`src/rtl/dram_arbiter_pkg.sv`:
```
// Shared definitions for the DDR2 controller arbiter: command codes and FSM states.
package dram_arbiter_pkg;

    localparam logic [2:0] DRAM_CMD_WRITE = 3'b000;
    localparam logic [2:0] DRAM_CMD_READ  = 3'b001;

    typedef enum logic {
        ST_IDLE    = 1'b0,
        ST_WR_BEAT = 1'b1
    } arb_state_e;

endpackage

```
`src/rtl/dram_arbiter_if.sv`:
```
// Requester-side and controller-side bus of the arbiter, bundled as one interface.
// The slave modport is the arbiter's view; master is the surrounding system's view.
interface dram_arbiter_if #(
    parameter int NUM_PORTS = 2,
    parameter int ADDR_W    = 31,
    parameter int DATA_W    = 144,
    parameter int MASK_W    = 18
);
    logic [NUM_PORTS-1:0]        req_valid;
    logic [NUM_PORTS-1:0]        req_rnw;
    logic [NUM_PORTS*ADDR_W-1:0] req_addr;
    logic [NUM_PORTS*DATA_W-1:0] req_wr_data;
    logic [NUM_PORTS*MASK_W-1:0] req_wr_mask;
    logic [NUM_PORTS-1:0]        req_ack;
    logic [NUM_PORTS-1:0]        rd_valid;
    logic [DATA_W-1:0]           rd_data;
    logic                        app_af_wren;
    logic [2:0]                  app_af_cmd;
    logic [ADDR_W-1:0]           app_af_addr;
    logic                        app_af_afull;
    logic                        app_wdf_wren;
    logic [DATA_W-1:0]           app_wdf_data;
    logic [MASK_W-1:0]           app_wdf_mask_data;
    logic                        app_wdf_afull;
    logic                        ctrl_rd_valid;
    logic [DATA_W-1:0]           ctrl_rd_data;

    modport slave (
        input  req_valid, req_rnw, req_addr, req_wr_data, req_wr_mask,
        input  app_af_afull, app_wdf_afull, ctrl_rd_valid, ctrl_rd_data,
        output req_ack, rd_valid, rd_data,
        output app_af_wren, app_af_cmd, app_af_addr,
        output app_wdf_wren, app_wdf_data, app_wdf_mask_data
    );

    modport master (
        output req_valid, req_rnw, req_addr, req_wr_data, req_wr_mask,
        output app_af_afull, app_wdf_afull, ctrl_rd_valid, ctrl_rd_data,
        input  req_ack, rd_valid, rd_data,
        input  app_af_wren, app_af_cmd, app_af_addr,
        input  app_wdf_wren, app_wdf_data, app_wdf_mask_data
    );
endinterface

```
`src/rtl/dram_arbiter_tag_fifo.sv`:
```
// Synchronous FIFO of requester indices for reads in flight; head is readable
// combinationally so a returning beat can be steered in the same cycle.
module dram_arbiter_tag_fifo #(
    parameter int WIDTH = 1,
    parameter int DEPTH = 16
) (
    input  logic             clk_i,
    input  logic             rst_i,
    input  logic             push_i,
    input  logic [WIDTH-1:0] data_i,
    input  logic             pop_i,
    output logic [WIDTH-1:0] data_o,
    output logic             full_o,
    output logic             empty_o
);
    localparam int AW = $clog2(DEPTH);

    logic [WIDTH-1:0] mem_q [DEPTH];
    logic [AW-1:0]    wr_ptr_q;
    logic [AW-1:0]    rd_ptr_q;
    logic [AW:0]      count_q;
    logic [AW:0]      count_d;
    logic             push_ok;
    logic             pop_ok;

    assign empty_o = (count_q == '0);
    assign full_o  = (count_q == (AW+1)'(DEPTH));
    assign pop_ok  = pop_i & ~empty_o;
    // A push into a full FIFO is accepted only when a pop frees the slot that same cycle.
    assign push_ok = push_i & (~full_o | pop_ok);
    assign data_o  = mem_q[rd_ptr_q];

    // Occupancy: simultaneous push and pop leave the count unchanged.
    always_comb begin
        count_d = count_q;
        if (push_ok && !pop_ok) begin
            count_d = count_q + 1'b1;
        end else if (!push_ok && pop_ok) begin
            count_d = count_q - 1'b1;
        end
    end

    // Pointers and count; reset empties the FIFO and discards stale tags.
    always_ff @(posedge clk_i or posedge rst_i) begin
        if (rst_i) begin
            wr_ptr_q <= '0;
            rd_ptr_q <= '0;
            count_q  <= '0;
        end else begin
            if (push_ok) wr_ptr_q <= wr_ptr_q + 1'b1;
            if (pop_ok)  rd_ptr_q <= rd_ptr_q + 1'b1;
            count_q <= count_d;
        end
    end

    // Storage needs no reset: contents are only visible through the count.
    always_ff @(posedge clk_i) begin
        if (push_ok) mem_q[wr_ptr_q] <= data_i;
    end

endmodule

```
`src/rtl/dram_arbiter.sv`:
```
// Round-robin arbiter sharing one DDR2 controller user interface among NUM_PORTS
// requesters; read returns are steered back to their issuer through a tag FIFO.
module dram_arbiter
    import dram_arbiter_pkg::*;
#(
    parameter int NUM_PORTS   = 2,
    parameter int ADDR_W      = 31,
    parameter int DATA_W      = 144,
    parameter int MASK_W      = 18,
    parameter int BURST_BEATS = 2,
    parameter int TAG_DEPTH   = 16
) (
    input  logic          clk_i,
    input  logic          rst_i,
    dram_arbiter_if.slave bus,
    output logic          err_rd_orphan_o
);
    localparam int PTR_W = $clog2(NUM_PORTS);
    localparam int CNT_W = $clog2(BURST_BEATS + 1);

    arb_state_e           state_q, state_d;
    logic [PTR_W-1:0]     ptr_q, ptr_d;
    logic [PTR_W-1:0]     own_q, own_d;
    logic [CNT_W-1:0]     wr_left_q, wr_left_d;
    logic [CNT_W-1:0]     rd_beat_q, rd_beat_d;

    logic                 af_wren_q, af_wren_d;
    logic [2:0]           af_cmd_q, af_cmd_d;
    logic [ADDR_W-1:0]    af_addr_q, af_addr_d;
    logic                 wdf_wren_q, wdf_wren_d;
    logic [DATA_W-1:0]    wdf_data_q, wdf_data_d;
    logic [MASK_W-1:0]    wdf_mask_q, wdf_mask_d;
    logic [NUM_PORTS-1:0] rd_valid_q, rd_valid_d;
    logic [DATA_W-1:0]    rd_data_q, rd_data_d;
    logic                 err_q, err_d;

    logic [NUM_PORTS-1:0] eligible;
    logic [NUM_PORTS-1:0] ack;
    logic                 grant_valid;
    logic [PTR_W-1:0]     grant_idx;
    logic [PTR_W:0]       grant_cand;
    logic                 tag_push, tag_pop, tag_full, tag_empty;
    logic [PTR_W-1:0]     tag_head;

    logic [ADDR_W-1:0]    port_addr [NUM_PORTS];
    logic [DATA_W-1:0]    port_data [NUM_PORTS];
    logic [MASK_W-1:0]    port_mask [NUM_PORTS];

    genvar gi;
    generate
        for (gi = 0; gi < NUM_PORTS; gi++) begin : g_port
            assign port_addr[gi] = bus.req_addr[gi*ADDR_W +: ADDR_W];
            assign port_data[gi] = bus.req_wr_data[gi*DATA_W +: DATA_W];
            assign port_mask[gi] = bus.req_wr_mask[gi*MASK_W +: MASK_W];
            // Headroom for the whole command is checked up front so a write burst never stalls on afull.
            assign eligible[gi]  = bus.req_valid[gi] & ~bus.app_af_afull &
                                   (bus.req_rnw[gi] ? ~tag_full : ~bus.app_wdf_afull);
        end
    endgenerate

    // Cyclic search for the first eligible port at or after the priority pointer.
    always_comb begin
        grant_valid = 1'b0;
        grant_idx   = '0;
        grant_cand  = '0;
        for (int k = NUM_PORTS - 1; k >= 0; k--) begin
            grant_cand = {1'b0, ptr_q} + (PTR_W+1)'(k);
            if (grant_cand >= (PTR_W+1)'(NUM_PORTS)) grant_cand = grant_cand - (PTR_W+1)'(NUM_PORTS);
            if (eligible[grant_cand[PTR_W-1:0]]) begin
                grant_valid = 1'b1;
                grant_idx   = grant_cand[PTR_W-1:0];
            end
        end
    end

    // FSM next state, acks, command/write-data register inputs.
    always_comb begin
        state_d    = state_q;
        ptr_d      = ptr_q;
        own_d      = own_q;
        wr_left_d  = wr_left_q;
        ack        = '0;
        tag_push   = 1'b0;
        af_wren_d  = 1'b0;
        af_cmd_d   = af_cmd_q;
        af_addr_d  = af_addr_q;
        wdf_wren_d = 1'b0;
        wdf_data_d = wdf_data_q;
        wdf_mask_d = wdf_mask_q;
        case (state_q)
            ST_IDLE: begin
                if (grant_valid) begin
                    ack[grant_idx] = 1'b1;
                    ptr_d     = (grant_idx == PTR_W'(NUM_PORTS - 1)) ? '0 : grant_idx + 1'b1;
                    af_wren_d = 1'b1;
                    af_addr_d = port_addr[grant_idx];
                    if (bus.req_rnw[grant_idx]) begin
                        af_cmd_d = DRAM_CMD_READ;
                        tag_push = 1'b1;
                    end else begin
                        af_cmd_d   = DRAM_CMD_WRITE;
                        wdf_wren_d = 1'b1;
                        wdf_data_d = port_data[grant_idx];
                        wdf_mask_d = port_mask[grant_idx];
                        own_d      = grant_idx;
                        wr_left_d  = CNT_W'(BURST_BEATS - 1);
                        if (BURST_BEATS > 1) state_d = ST_WR_BEAT;
                    end
                end
            end
            ST_WR_BEAT: begin
                if (bus.req_valid[own_q]) begin
                    ack[own_q] = 1'b1;
                    wdf_wren_d = 1'b1;
                    wdf_data_d = port_data[own_q];
                    wdf_mask_d = port_mask[own_q];
                    wr_left_d  = wr_left_q - 1'b1;
                    if (wr_left_q == CNT_W'(1)) state_d = ST_IDLE;
                end
            end
            default: state_d = ST_IDLE;
        endcase
    end

    // Read return steering: route beats to the tag at the head, pop after a full burst.
    always_comb begin
        rd_valid_d = '0;
        rd_data_d  = rd_data_q;
        rd_beat_d  = rd_beat_q;
        err_d      = err_q;
        tag_pop    = 1'b0;
        if (bus.ctrl_rd_valid) begin
            if (tag_empty) begin
                err_d = 1'b1;
            end else begin
                rd_valid_d[tag_head] = 1'b1;
                rd_data_d = bus.ctrl_rd_data;
                if (rd_beat_q == CNT_W'(BURST_BEATS - 1)) begin
                    tag_pop   = 1'b1;
                    rd_beat_d = '0;
                end else begin
                    rd_beat_d = rd_beat_q + 1'b1;
                end
            end
        end
    end

    // State and output registers.
    always_ff @(posedge clk_i or posedge rst_i) begin
        if (rst_i) begin
            state_q    <= ST_IDLE;
            ptr_q      <= '0;
            own_q      <= '0;
            wr_left_q  <= '0;
            rd_beat_q  <= '0;
            af_wren_q  <= 1'b0;
            af_cmd_q   <= '0;
            af_addr_q  <= '0;
            wdf_wren_q <= 1'b0;
            wdf_data_q <= '0;
            wdf_mask_q <= '0;
            rd_valid_q <= '0;
            rd_data_q  <= '0;
            err_q      <= 1'b0;
        end else begin
            state_q    <= state_d;
            ptr_q      <= ptr_d;
            own_q      <= own_d;
            wr_left_q  <= wr_left_d;
            rd_beat_q  <= rd_beat_d;
            af_wren_q  <= af_wren_d;
            af_cmd_q   <= af_cmd_d;
            af_addr_q  <= af_addr_d;
            wdf_wren_q <= wdf_wren_d;
            wdf_data_q <= wdf_data_d;
            wdf_mask_q <= wdf_mask_d;
            rd_valid_q <= rd_valid_d;
            rd_data_q  <= rd_data_d;
            err_q      <= err_d;
        end
    end

    dram_arbiter_tag_fifo #(
        .WIDTH (PTR_W),
        .DEPTH (TAG_DEPTH)
    ) u_tag_fifo (
        .clk_i   (clk_i),
        .rst_i   (rst_i),
        .push_i  (tag_push),
        .data_i  (grant_idx),
        .pop_i   (tag_pop),
        .data_o  (tag_head),
        .full_o  (tag_full),
        .empty_o (tag_empty)
    );

    // Ack is combinational; hold it low while reset is asserted so nothing is consumed.
    assign bus.req_ack           = ack & {NUM_PORTS{~rst_i}};
    assign bus.rd_valid          = rd_valid_q;
    assign bus.rd_data           = rd_data_q;
    assign bus.app_af_wren       = af_wren_q;
    assign bus.app_af_cmd        = af_cmd_q;
    assign bus.app_af_addr       = af_addr_q;
    assign bus.app_wdf_wren      = wdf_wren_q;
    assign bus.app_wdf_data      = wdf_data_q;
    assign bus.app_wdf_mask_data = wdf_mask_q;
    assign err_rd_orphan_o       = err_q;

endmodule
```
`src/flat_wrapper.sv`:
```
// flat-port wrapper written by rule: the top's interface ports become plain ports
module dram_arbiter_flat import dram_arbiter_pkg::*;
#(
    parameter int NUM_PORTS   = 2,
    parameter int ADDR_W      = 31,
    parameter int DATA_W      = 144,
    parameter int MASK_W      = 18,
    parameter int BURST_BEATS = 2,
    parameter int TAG_DEPTH   = 16
)
  (clk_i, rst_i, err_rd_orphan_o, bus_req_valid, bus_req_rnw, bus_req_addr, bus_req_wr_data, bus_req_wr_mask, bus_app_af_afull, bus_app_wdf_afull, bus_ctrl_rd_valid, bus_ctrl_rd_data, bus_req_ack, bus_rd_valid, bus_rd_data, bus_app_af_wren, bus_app_af_cmd, bus_app_af_addr, bus_app_wdf_wren, bus_app_wdf_data, bus_app_wdf_mask_data);
  dram_arbiter_if #(.NUM_PORTS(NUM_PORTS), .ADDR_W(ADDR_W), .DATA_W(DATA_W), .MASK_W(MASK_W)) bus_i ();
  input  logic clk_i;
  input  logic rst_i;
  output logic err_rd_orphan_o;
  input wire logic [$bits(bus_i.req_valid)-1:0] bus_req_valid;
  input wire logic [$bits(bus_i.req_rnw)-1:0] bus_req_rnw;
  input wire logic [$bits(bus_i.req_addr)-1:0] bus_req_addr;
  input wire logic [$bits(bus_i.req_wr_data)-1:0] bus_req_wr_data;
  input wire logic [$bits(bus_i.req_wr_mask)-1:0] bus_req_wr_mask;
  input wire logic [$bits(bus_i.app_af_afull)-1:0] bus_app_af_afull;
  input wire logic [$bits(bus_i.app_wdf_afull)-1:0] bus_app_wdf_afull;
  input wire logic [$bits(bus_i.ctrl_rd_valid)-1:0] bus_ctrl_rd_valid;
  input wire logic [$bits(bus_i.ctrl_rd_data)-1:0] bus_ctrl_rd_data;
  output wire logic [$bits(bus_i.req_ack)-1:0] bus_req_ack;
  output wire logic [$bits(bus_i.rd_valid)-1:0] bus_rd_valid;
  output wire logic [$bits(bus_i.rd_data)-1:0] bus_rd_data;
  output wire logic [$bits(bus_i.app_af_wren)-1:0] bus_app_af_wren;
  output wire logic [$bits(bus_i.app_af_cmd)-1:0] bus_app_af_cmd;
  output wire logic [$bits(bus_i.app_af_addr)-1:0] bus_app_af_addr;
  output wire logic [$bits(bus_i.app_wdf_wren)-1:0] bus_app_wdf_wren;
  output wire logic [$bits(bus_i.app_wdf_data)-1:0] bus_app_wdf_data;
  output wire logic [$bits(bus_i.app_wdf_mask_data)-1:0] bus_app_wdf_mask_data;
  assign bus_i.req_valid = bus_req_valid;
  assign bus_i.req_rnw = bus_req_rnw;
  assign bus_i.req_addr = bus_req_addr;
  assign bus_i.req_wr_data = bus_req_wr_data;
  assign bus_i.req_wr_mask = bus_req_wr_mask;
  assign bus_i.app_af_afull = bus_app_af_afull;
  assign bus_i.app_wdf_afull = bus_app_wdf_afull;
  assign bus_i.ctrl_rd_valid = bus_ctrl_rd_valid;
  assign bus_i.ctrl_rd_data = bus_ctrl_rd_data;
  assign bus_req_ack = bus_i.req_ack;
  assign bus_rd_valid = bus_i.rd_valid;
  assign bus_rd_data = bus_i.rd_data;
  assign bus_app_af_wren = bus_i.app_af_wren;
  assign bus_app_af_cmd = bus_i.app_af_cmd;
  assign bus_app_af_addr = bus_i.app_af_addr;
  assign bus_app_wdf_wren = bus_i.app_wdf_wren;
  assign bus_app_wdf_data = bus_i.app_wdf_data;
  assign bus_app_wdf_mask_data = bus_i.app_wdf_mask_data;
  dram_arbiter #(.NUM_PORTS(NUM_PORTS), .ADDR_W(ADDR_W), .DATA_W(DATA_W), .MASK_W(MASK_W), .BURST_BEATS(BURST_BEATS), .TAG_DEPTH(TAG_DEPTH)) u_core (.clk_i(clk_i), .rst_i(rst_i), .bus(bus_i), .err_rd_orphan_o(err_rd_orphan_o));
endmodule
```
`config.mk`:
```
export PLATFORM = sky130hd
export DESIGN_NAME = dram_arbiter_flat
export DESIGN_NICKNAME = d
export VERILOG_FILES = /design/src/rtl/dram_arbiter_pkg.sv /design/src/rtl/dram_arbiter_if.sv /design/src/rtl/dram_arbiter_tag_fifo.sv /design/src/rtl/dram_arbiter.sv /design/src/flat_wrapper.sv
export SDC_FILE = /design/constraint.sdc
export NUM_CORES = 1
export LEC_CHECK = 0
export BUFFER_PORTS_ARGS = -buffer_cell sky130_fd_sc_hd__buf_2
export CAP_MARGIN = 25
export CORE_AREA = 4 4 346 348
export DETAILED_ROUTE_END_ITERATION = 10
export DIE_AREA = 0 0 350 352
export PLACE_DENSITY_LB_ADDON = 0.12
export SYNTH_ARGS = -nofsm -noshare
export SYNTH_HDL_FRONTEND = slang
export SYNTH_SLANG_ARGS = --single-unit
```
`constraint.sdc`:
```
create_clock -name clk_i -period 19.65 [get_ports clk_i]
set_input_delay 3.93 -clock clk_i [delete_from_list [all_inputs] [get_ports clk_i]]
set_output_delay 3.93 -clock clk_i [all_outputs]
set_load 0.05 [all_outputs]
```
==> metrics.csv <==
metric;value;unit
clock sink count;379;
depth of the CTS H-tree;2;
final instance area;24700;sq um
Seq/Total Area, Yosys;56.2;%
number of global-route vias before repair;14000;
slew at the pin with the worst max-slew slack;1310;ps
CP Data Arrival Time;5850;ps
combinational share of power;51.0;%
internal power;2.27;mW
flop2flop setup slack;15510;ps
Mean Syn Cell Area;14.6;sq um
clock root buffer;clkbuf_16;
Worst-path clk slew;60;ps
most numerous cell in the Yosys netlist;dfrtp_1;
Fin Clk Skew;33.6;ps
vias;12800;
final setup TNS;0;ps
RSZ-0062 raised after global routing;false;
data required time of the worst path;15720;ps
Area contributors post-synth;dfrtp_1, mux2_2, mux2_4;
Final Hold Vio Count;0;
pre-CTS setup slack;9880;ps
dominant synthesized flop cell;dfrtp_1;
status;finished, final reports clean;
max_cap viols;0;
reg2reg end;u_core.bus.app_wdf_data[72]$_DFFE_PP0P_;
DP Wirelength;53.7;mm
Detail Route Antenna Nets;0;
Hold Buf Count CTS;0;
Synth cell types;44;
routability cong.;0.797;
post-route minimum period;9780;ps
post-cts sizing count;0;
DIE AREA;123000;sq um
Die Ht;352;microns
Netlist Area Pre-Place;17000;sq um
Initial Utilization;14.6;%
number of flops mapped to enable cells by yosys;16;
remaining global-route overflow;0;
GRT Overall Usage;10.8;%
largest net degree at the start of global routing;142;
port buffer count;883;
Final #Nets;2589;
final setup violation count;0;
final critical-path share of the clock period;49.8;%
Setup Buffers After CTS;0;
Worst-Skew Late Latency;610;ps
Slew Limit Fails;0;
crit path launch type;input pin;
post-synth top area share;53.4;%
reg2reg start;u_core.u_tag_fifo.count_q[0]$_DFFE_PP0P_;
initial antenna violation count;13;
Cells after Synth;1164;
utilization after layout;21.3;%
Clock power frac;20.2;%
PwrDens;177;nW/um^2
Critical Path End;bus_req_ack[0];
drt total wl;69.0;mm
num rows;125;
Setup crit end kind;output port;
P_leak;11.6;nW
leading area contributor after synthesis;dfrtp_1;
Max Clock Freq;102;MHz
register area;9560;sq um
Placed Cells;3510;
post-route setup slack;9870;ps
Num CTS Buffers;50;
io pins;886;
Iteration-0 DRC Markers;489;
sequential power share;28.8;%
Via density;3.54;
share of layout cells above drive strength 1;67.0;%
Placed Area;23100;sq um
Synth Warn #;0;
CP max FO;66;
Rel. slew slack;12.9;%
worst reg2reg path depth;7;
switching part of the total;47.9;%
Syn-to-layout area delta;45.1;%
DRC viols;0;
VDD IR max;0.0748;mV
Async SR Flop Fraction;95.8;%
Core Footprint;116000;sq um
CTS tree;done;
min-delay worst type;flop to flop;
Die W;350;microns
Synth top cells by count;dfrtp_1, mux2_2, mux2_4;
routed len/inst;19.1;microns
Yosys reg bits;379;
critical path launch point;bus_req_rnw[0];
first-pass GRT wire length;99.0;mm
TritonRoute pass-1 iters;6;
final cell count without fillers;3605;
P_sw;2.09;mW
critical path type;input pin to output port;
area of the multi-input gates;7040;sq um
clk buf depth;3;
fill cell count;12700;
## power groups by stage
stage	registers, mW	clock network, mW	logic [mW]
floorplan	2.21	0	0.694
global placement	1.27	0	2.27
detailed placement	1.27	0	2.27
CTS	1.26	0.925	2.27
global route	1.30	0.959	2.35
finish	1.26	0.880	2.23
## cells by family (layout without fill, tap and decap cells)
family | after synthesis | after routing | share of synthesized area (%)
compound gates | 54 | 54 | 2.10
xor+xnor | 12 | 12 | 0.617
fa+ha+maj | 11 | 11 | 0.853
buf+inv | 88 | 998 | 2.73
flops | 379 | 379 | 56.2
mux | 480 | 480 | 33.9
other cells | 1 | 8 | 0.0220
simple gates | 139 | 139 | 3.59
## critical path, cell delays in order
cell	delay (ps)
buf_2	130
nand2b_1	130
o2111ai_2	140
a21o_1	350
inv_2	90
buf_4	520
a32oi_1	120
nor2_1	130
buf_2	270
## sequential cells by signal, indices dropped and copies added, names as in the netlist, 4 cells and up
signal	count
u_core.bus.app_wdf_data	144
u_core.bus.rd_data	144
u_core.bus.app_af_addr	31
u_core.bus.app_wdf_mask_data	18
u_core.u_tag_fifo.mem_q	16
u_core.u_tag_fifo.count_q	5
u_core.u_tag_fifo.rd_ptr_q	4
u_core.u_tag_fifo.wr_ptr_q	4
## how the worst min path moves through the flow
| stage | depth (start not counted) | to | slack [ps] | start |
|---|---|---|---|---|
| after floorplan | 1 | u_core.rd_beat_q[0]$_DFFE_PP0P_ | 450 | u_core.rd_beat_q[0]$_DFFE_PP0P_ |
| after global placement | 1 | u_core.err_rd_orphan_o$_DFFE_PP0P_ | 440 | u_core.err_rd_orphan_o$_DFFE_PP0P_ |
| after detailed placement | 1 | u_core.err_rd_orphan_o$_DFFE_PP0P_ | 440 | u_core.err_rd_orphan_o$_DFFE_PP0P_ |
| after CTS | 1 | u_core.err_rd_orphan_o$_DFFE_PP0P_ | 460 | u_core.err_rd_orphan_o$_DFFE_PP0P_ |
| after global routing | 1 | u_core.bus.app_af_cmd[0]$_DFFE_PP0P_ | 490 | u_core.bus.app_af_cmd[0]$_DFFE_PP0P_ |
| final | 1 | u_core.err_rd_orphan_o$_DFFE_PP0P_ | 450 | u_core.err_rd_orphan_o$_DFFE_PP0P_ |
## metal layers
layer / GRT usage (%) / routed length, microns
met1: 11.9 / 26000
met4: 3.10 / 1390
met5: 0 / 0
met2: 19.8 / 36000
met3: 3.10 / 5610
## through the flow
stage / power, mW / hold WS (ps)
after CTS: 4.46 / 457
after global routing: 4.61 / 488
final: 4.36 / 454
after global placement: 3.54 / 443
after detailed placement: 3.54 / 442
after floorplan: 2.90 / 446
## placed cells by master (no fill, tap or decap), drive strengths merged, types with 3 or more instances in the layout
cell / count
buf: 896
mux2: 473
dfrtp: 363
clkbuf: 78
nand2: 72
nor2: 40
a31oi: 32
edfxtp: 16
inv: 15
ha: 10
xnor2: 9
and2: 8
clkinv: 7
diode: 6
a21o: 5
mux4: 5
o21ai: 5
and4: 4
nor4: 4
a21oi: 3
xor2: 3
## final cells by class
class                   count  share of cell area [%]
clock inverters            10                   0.375
inverters                  14                   0.243
clock buffers              78                    5.90
diodes                      6                  0.0608
repair buffers            896                    18.5
well taps                1524                    7.72
flip-flops and latches    379                    38.7
multi-input cells         698                    28.5
Note: power is estimated with default switching activity, not from simulation.
